[src/rtl/div_unit.sv]
// Multi-cycle restoring radix-2 divider for DIV/DIVU: one quotient bit per cycle,
// result = {remainder, quotient}, abortable by annul or by dropping start.
module div_unit (
  input  logic        clk,
  input  logic        rst,
  input  logic        signed_div_i,
  input  logic [31:0] opdata1_i,
  input  logic [31:0] opdata2_i,
  input  logic        start_i,
  input  logic        annul_i,
  output logic [63:0] result_o,
  output logic        ready_o
);

  localparam int unsigned W  = 32;
  localparam int unsigned CW = 6;

  typedef enum logic [1:0] {S_FREE, S_BYZERO, S_ON, S_END} state_t;

  state_t          state_q, state_nx;
  logic [CW-1:0]   cnt_q, cnt_nx;
  logic [W-1:0]    dvd_q, dvd_nx;
  logic [W-1:0]    dsr_q, dsr_nx;
  logic [W-1:0]    rem_q, rem_nx;
  logic            neg_dvd_q, neg_dvd_nx;
  logic            neg_dsr_q, neg_dsr_nx;
  logic [2*W-1:0]  result_q, result_nx;
  logic            ready_q, ready_nx;

  logic            op1_neg, op2_neg;
  logic [W-1:0]    op1_mag, op2_mag;
  logic [W:0]      r33, diff;
  logic            ge;
  logic [W-1:0]    quo_fix, rem_fix;

  // Operand magnitudes; negative flags are only ever set for signed divides
  assign op1_neg = signed_div_i & opdata1_i[W-1];
  assign op2_neg = signed_div_i & opdata2_i[W-1];
  assign op1_mag = op1_neg ? (~opdata1_i + W'(1)) : opdata1_i;
  assign op2_mag = op2_neg ? (~opdata2_i + W'(1)) : opdata2_i;

  // One restoring step: the shift register feeds dividend bits out of its MSB
  // and collects quotient bits in its LSB
  assign r33  = {rem_q, dvd_q[W-1]};
  assign diff = r33 - {1'b0, dsr_q};
  assign ge   = ~diff[W];

  assign quo_fix = (neg_dvd_q ^ neg_dsr_q) ? (~dvd_q + W'(1)) : dvd_q;
  assign rem_fix = neg_dvd_q ? (~rem_q + W'(1)) : rem_q;

  always_ff @(posedge clk or negedge rst) begin
    if (!rst) begin
      state_q   <= S_FREE;
      cnt_q     <= '0;
      dvd_q     <= '0;
      dsr_q     <= '0;
      rem_q     <= '0;
      neg_dvd_q <= 1'b0;
      neg_dsr_q <= 1'b0;
      result_q  <= '0;
      ready_q   <= 1'b0;
    end else begin
      state_q   <= state_nx;
      cnt_q     <= cnt_nx;
      dvd_q     <= dvd_nx;
      dsr_q     <= dsr_nx;
      rem_q     <= rem_nx;
      neg_dvd_q <= neg_dvd_nx;
      neg_dsr_q <= neg_dsr_nx;
      result_q  <= result_nx;
      ready_q   <= ready_nx;
    end
  end

  always_comb begin
    state_nx = state_q;
    case (state_q)
      S_FREE: begin
        if (start_i && !annul_i)
          state_nx = (opdata2_i == '0) ? S_BYZERO : S_ON;
      end
      S_BYZERO: state_nx = annul_i ? S_FREE : S_END;
      S_ON: begin
        if (annul_i || !start_i)    state_nx = S_FREE;
        else if (cnt_q == CW'(W))   state_nx = S_END;
      end
      S_END: begin
        if (!start_i) state_nx = S_FREE;
      end
      default: state_nx = S_FREE;
    endcase
  end

  // Next values of the datapath and the registered outputs
  always_comb begin
    cnt_nx     = cnt_q;
    dvd_nx     = dvd_q;
    dsr_nx     = dsr_q;
    rem_nx     = rem_q;
    neg_dvd_nx = neg_dvd_q;
    neg_dsr_nx = neg_dsr_q;
    result_nx  = result_q;
    ready_nx   = ready_q;
    case (state_q)
      S_FREE: begin
        result_nx = '0;
        ready_nx  = 1'b0;
        if (start_i && !annul_i) begin
          neg_dvd_nx = op1_neg;
          neg_dsr_nx = op2_neg;
          dvd_nx     = op1_mag;
          dsr_nx     = op2_mag;
          rem_nx     = '0;
          cnt_nx     = '0;
        end
      end
      S_BYZERO: begin
        result_nx = '0;
        ready_nx  = !annul_i;
      end
      S_ON: begin
        if (annul_i || !start_i) begin
          cnt_nx    = '0;
          dvd_nx    = '0;
          dsr_nx    = '0;
          rem_nx    = '0;
          result_nx = '0;
          ready_nx  = 1'b0;
        end else if (cnt_q == CW'(W)) begin
          result_nx = {rem_fix, quo_fix};
          ready_nx  = 1'b1;
        end else begin
          rem_nx = ge ? diff[W-1:0] : r33[W-1:0];
          dvd_nx = {dvd_q[W-2:0], ge};
          cnt_nx = cnt_q + CW'(1);
        end
      end
      S_END: begin
        if (!start_i) begin
          result_nx = '0;
          ready_nx  = 1'b0;
        end
      end
      default: begin
        result_nx = '0;
        ready_nx  = 1'b0;
      end
    endcase
  end

  assign result_o = result_q;
  assign ready_o  = ready_q;

endmodule

[config.mk]
export PLATFORM = sky130hd
export DESIGN_NAME = div_unit
export DESIGN_NICKNAME = d
export VERILOG_FILES = /design/src/rtl/div_unit.sv
export SDC_FILE = /design/constraint.sdc
export NUM_CORES = 1
export LEC_CHECK = 0
export CAP_MARGIN = 20
export CORE_MARGIN = 2
export CORE_UTILIZATION = 57
export DETAILED_ROUTE_END_ITERATION = 6
export PLACE_DENSITY = 0.84
export SLEW_MARGIN = 5
export SYNTH_ARGS = -nofsm -noshare
export SYNTH_HDL_FRONTEND = slang
export SYNTH_SLANG_ARGS = --single-unit
[constraint.sdc]
create_clock -name clk -period 3.47 [get_ports clk]
set_input_delay 1.041 -clock clk [delete_from_list [all_inputs] [get_ports clk]]
set_output_delay 1.041 -clock clk [all_outputs]
set_load 0.05 [all_outputs]
==> results of run 1 <==
-- through the flow --
step	setup slack [ps]	area (µm²)	total power (W)	TNS [ps]	std cells
global placement	-368	13200	0.0117	-1680	1729
floorplan	211	11100	0.00949	0	1319
detailed placement	-421	13200	0.0119	-3130	1729
finish	178	13900	0.0141	0	1763
CTS	20.0	13800	0.0139	0	1761
global route	-2.74	13900	0.0151	-2.74	1763
-- cells by family after synthesis --
group	count (synthesis)	synth area share, %
multiplexers	2	0.180
flip-flops	171	38.4
XOR/XNOR	147	11.6
adder cells (fa/ha/maj)	44	5.01
AO/OA/AOI/OAI	391	21.6
buffers and inverters	129	4.45
AND/OR/NAND/NOR	435	18.7
-- worst paths after layout --
path                                             to                     start
min in group asynchronous     dsr_q[12]$_DFFE_PN0P_                       rst
hold / removal             result_o[24]$_DFFE_PN0P_  result_o[24]$_DFFE_PN0P_
setup reg to reg              rem_q[18]$_DFFE_PN0P_     dvd_q[31]$_DFFE_PN0P_
max in group asynchronous     rem_q[16]$_DFFE_PN0P_                       rst
setup / recovery              rem_q[18]$_DFFE_PN0P_     dvd_q[31]$_DFFE_PN0P_
hold reg to reg            result_o[24]$_DFFE_PN0P_  result_o[24]$_DFFE_PN0P_
-- area by class of cell --
type / instances / share of cell area, %
Clock buffer: 17 / 3.06
Clock inverter: 15 / 1.27
Inverter: 60 / 1.62
Multi-Input combinational cell: 1019 / 46.2
Sequential cell: 171 / 30.8
Tap cell: 265 / 2.38
Timing Repair Buffer: 216 / 14.7
-- sequential cells by signal, indices dropped and copies added (netlist names) --
name / count
neg_dsr_q: 1
ready_o: 1
dsr_q: 32
rem_q: 32
state_q: 2
neg_dvd_q: 1
dvd_q: 32
cnt_q: 6
result_o: 64
-- layout by cell type (no fill, tap or decap), drive strengths merged, types with 3 or more instances in the layout --
cell,synthesis,routed
a211o,3,3
a211oi,4,4
a21o,9,9
a21oi,94,94
a22oi,10,10
a31oi,8,8
a32oi,7,7
and2,8,8
and3,6,6
buf,12,84
clkbuf,57,17
clkdlybuf4s50,0,128
clkinv,0,5
dfrtp,171,171
dlymetal6s2s,0,4
ha,43,43
inv,60,68
nand2,162,162
nand2b,11,11
nand3,75,75
nand3b,3,3
nand4,11,11
nor2,77,77
nor2b,7,7
nor3,16,16
nor3b,3,3
nor4,9,9
o211ai,7,7
o21a,11,11
o21ai,144,144
o21bai,5,5
o22ai,31,31
o311ai,4,4
o31ai,33,33
o41ai,9,9
or2,5,5
or3,20,20
or4,17,17
xnor2,63,63
xor2,84,84
-- per-layer routing --
metal  vias to the layer above  track usage [%]  wire (µm)
met5                         -                0          0
met4                         0             8.36        541
met3                        57             5.20       2220
met2                       433             45.1      13700
met1                      5034             44.0      13800
li1                       5031                -          -
-- worst register-to-register path, cell delays in order, from the launching register on --
cell,delay [ps]
dfrtp_1,390
inv_1,130
ha_1,220
fa_1,220
nor2b_1,70
o31ai_1,460
a31o_1,340
o211ai_2,150
a31oi_2,270
o31ai_4,110
xnor2_2,360
buf_12,220
a32oi_1,130
o21ai_1,140
-- report_power, final --
group          switching (W)  leakage, nW  internal, W  total (W)
clock               0.000909        0.292      0.00103    0.00194
sequential          0.000613         2.31      0.00246    0.00307
combinational        0.00546         3.50      0.00364    0.00911
total                0.00699         6.09      0.00713     0.0141
-- what timing repair did --
| item | 4_1_cts | 5_1_grt |
|---|---|---|
| endpoints found under the setup margin | 0 | 8 |
| gates resized for setup | 0 | 12 |
| hold buffers | 0 | 0 |
| setup buffers | 0 | 1 |
==> results.toml, run 1 <==
[grt]
track_usage_pct = 29.8
grt_max_degree = 77
antenna_found_initial = 0
grt_pass1_vias = 9719
grt_pass1_wl_mm = 49.0
gr-total-overflow = 0

[synth]
synth_async_sr_flop_share_pct = 100
yosysUniqueCellTypes = 68
yosys.area.top_type = "dfrtp_1"
synth_most_common_cell = "dfrtp_1"
synth_warnings = 0
synth_fp_nets = 1432
ys_seq_area_share_pct = 38.4
synth_edf_count = 0
synthTopCellsByArea = "dfrtp_1 38%, xor2_1 6.5%, nand2_1 5.5%"
synth_common_cells = "171 x dfrtp_1, 162 x nand2_1, 113 x o21ai_0, 94 x a21oi_1, 83 x xor2_1"
synth_ff_type = "dfrtp_1"
syn_area_mm2 = 0.0111
synth_top_cell_area_share_pct = 38.4
synth_seq_cells = 171
synth.avg_cell_area_um2 = 8.44
synthCells = 1319

[sta]
relSlewSlack_pct = 29.0
fmax_mhz = 304
worst_pin_slew_ps = 1060
min_period_ps = 3290
fin_skew_ps = 9.62
min_period_over_period_pct = 94.9
hold_viol_final = 0
holdWs_ps = 481
slew_viol_final = 0
finalSetupViolCount = 0

[hold_path]
holdPathStages = 2
hold_class = "reg2reg"

[worst_setup_path]
slowest_stage = "o31ai_1"
path_buf_inv = 2
worst-setup-path-type = "reg2reg"
worst-path-stages = 13
crit_chain = "inv_1 -> ha_1 -> fa_1 -> nor2b_1 -> o31ai_1 -> a31o_1 -> o211ai_2 -> a31oi_2 -> o31ai_4 -> xnor2_2 -> buf_12 -> a32oi_1 -> o21ai_1"
crit_arrival_ps = 3650
r2r_cells = 13
cp.required_ps = 3820
critical-path-top-delay-family = "compound AO/OA/AOI/OAI gates"
slowest_delay_ps = 460
r2r_slack_ps = 180
cp-end-kind = "register"
cp_max_fo = 23
start_kind = "register"

[placement]
dpl.hpwl_mm = 22.4
port_buffers = 133
gp_congestion = 0.948

[cts]
htree_levels = 4
clockBufferDepth = 2
cts_num_sinks = 171
cts_made_buffers = 17
cts-root-buf = "clkbuf_16"
clkLatencyLatePin_ps = 440
clk_pin_slew_worst_paths_ps = 70
cts_tree = "done"

[routing]
wl_per_cell_um = 17.2
wirelength_mm = 30.3
avgViaCountPerCell = 5.99
drtIter0Drc = 1046
num_vias = 10555
ant_nets = 0
drc = 0
dr.pass1.iters = 5

[die]
fp.dieW_um = 144
rows = 51
start_util_pct = 57.6
io_pins = 134
dieArea_mm2 = 0.0207
core_mm2 = 0.0193
die_y_um = 144

[cells_and_area]
layout-drive-gt1-share_pct = 9.61
fillCellCount = 1500
fin_util_pct = 72.0
multiInputGateArea_mm2 = 0.00643
syn_to_final_growth_pct = 24.9
fin_nets = 1598
regArea_mm2 = 0.00428
diodes = 0

[outcome]
outcome = "finished clean"

[pwr]
leakagePower_nw = 6.09
max-vdd-ir-drop_mv = 0.904
power.density_mw_per_mm2 = 1010

[run]
max-cap-violations = 0
(Power assumes the default switching activity.)
==> inputs of run 2 (changes only) <==
CORE_ASPECT_RATIO = 0.7   (was default)
==> run 2 against run 1 <==
Effect of this change: combinational power is 2% higher; via count up 0.81%; first-iteration DRC count up 25%; count of clock-buffer cells in the layout is the same; global-route usage up 2.0 points; utilization grew 1.3 points; fmax is 1.2% lower; clock power is 3% lower.
==> results.toml, run 2 (synthesis results as in run 1) <==
[outcome]
outcome = "finished clean"

[cts]
cts_tree = "done"
cts_made_buffers = 17
clockBufferDepth = 2
cts_num_sinks = 171
clkLatencyLatePin_ps = 440
cts_setup_buffers = 0
clk_pin_slew_worst_paths_ps = 80
cts-root-buf = "clkbuf_16"
htree_levels = 4

[sta]
finalSetupViolCount = 0
slew_viol_final = 0
tns_ps = 0
min_period_over_period_pct = 96.0
worst_pin_slew_ps = 653
fin_skew_ps = 14.0
relSlewSlack_pct = 56.4
min_period_ps = 3330
holdWs_ps = 482
hold_viol_final = 0
fmax_mhz = 300
timing.final.ws_setup_ps = 139

[worst_setup_path]
worst-setup-path-type = "in2reg"
cp.required_ps = 3770
start_kind = "input pin"
endpoint = "dsr_q[26]$_DFFE_PN0P_"
cp-end-kind = "register"
r2r_end = "rem_q[25]$_DFFE_PN0P_"
rr_startpoint = "dvd_q[31]$_DFFE_PN0P_"
crit_arrival_ps = 3630
cp_max_fo = 5
r2r_slack_ps = 200
crit_start = "opdata2_i[4]"
r2r_cells = 12

[die]
core_mm2 = 0.0190
die_y_um = 121
rows = 42
start_util_pct = 58.5
io_pins = 134
fp.dieW_um = 171
dieArea_mm2 = 0.0207

[cells_and_area]
largest_register_ffs = 64
syn_to_final_growth_pct = 25.1
final_cell_mix = "171 x dfrtp_1, 161 x nand2_1, 132 x clkdlybuf4s50_1"
layout-drive-gt1-share_pct = 10.1
fin_nets = 1607
fin_util_pct = 73.3
diodes = 0
layout_commonest_cell = "dfrtp_1"

[routing]
num_vias = 10640
avgViaCountPerCell = 6.01
drtIter0Drc = 1308
ant_nets = 0
wirelength_mm = 31.9
dr.pass1.iters = 5
wl_per_cell_um = 18.0
drc = 0

[grt]
top_usage_layer = "met1"
antenna_found_initial = 0
use_met3_pct = 7.14
grt_pass1_wl_mm = 51.8
grt_util_met1_pct = 49.8
grt_max_degree = 75
track_usage_pct = 31.8
gr-total-overflow = 0
grt_pass1_vias = 9758
grtUsageMet2_pct = 44.9

[pwr]
power.total_w = 0.0143
leakagePower_nw = 6.08
max-vdd-ir-drop_mv = 0.828
power.density_mw_per_mm2 = 1020

[placement]
port_buffers = 133
gp_congestion = 0.964
post-place-ws_ps = -355
dpl.hpwl_mm = 23.4

[hold_path]
hold_class = "reg2reg"

[run]
max-cap-violations = 0
## run 2: metal layers
layer / vias to the layer above / wire length, µm
met1: 5056 / 15000
met3: 17 / 3370
met5: - / 0
li1: 5035 / -
met4: 0 / 212
met2: 532 / 13300
## run 2: layout make-up
type	instances	area, µm²
clock buffers	17	425
fillers	1463	5090
multi-input cells	1019	6410
inverters	60	225
well taps	264	330
repair buffers	225	2110
clock inverters	14	153
flip-flops and latches	171	4280
## run 2: timing repair
action | in CTS | in global routing
hold buffers | 0 | 0
setup endpoints to repair | 0 | 6
gates resized for setup | 0 | 6
## run 2: where the power goes
part	internal (W)	switching [W]	leakage [nW]	total (W)
Combinational	0.00372	0.00558	3.50	0.00930
Clock	0.000960	0.000932	0.277	0.00189
Sequential	0.00246	0.000613	2.31	0.00307
Total	0.00714	0.00712	6.08	0.0143
## run 2: metrics by stage
step,instance area [µm²],instances
after global routing,13900,1770
after CTS,13900,1769
final,13900,1770
after detailed placement,13300,1738
after global placement,13300,1738
after floorplan,11100,1319
## run 2: worst max-delay path, stage by stage
cell             delay, ps
clkdlybuf4s50_1        450
or4_4                  550
nor3_2                 150
and2_4                 170
nand2_1                 80
or2_4                  270
or4_4                  460
o31ai_2                220
xor2_1                 160
o22ai_1                 90
## run 2: worst min-delay path by stage
stage,depth (start not counted),startpoint,endpoint
2_1_floorplan,2,dsr_q[0]$_DFFE_PN0P_,dsr_q[0]$_DFFE_PN0P_
3_3_place_gp,2,result_o[49]$_DFFE_PN0P_,result_o[49]$_DFFE_PN0P_
3_5_place_dp,2,result_o[41]$_DFFE_PN0P_,result_o[41]$_DFFE_PN0P_
4_1_cts,2,result_o[50]$_DFFE_PN0P_,result_o[50]$_DFFE_PN0P_
5_1_grt,2,result_o[42]$_DFFE_PN0P_,result_o[42]$_DFFE_PN0P_
6_report,2,result_o[41]$_DFFE_PN0P_,result_o[41]$_DFFE_PN0P_
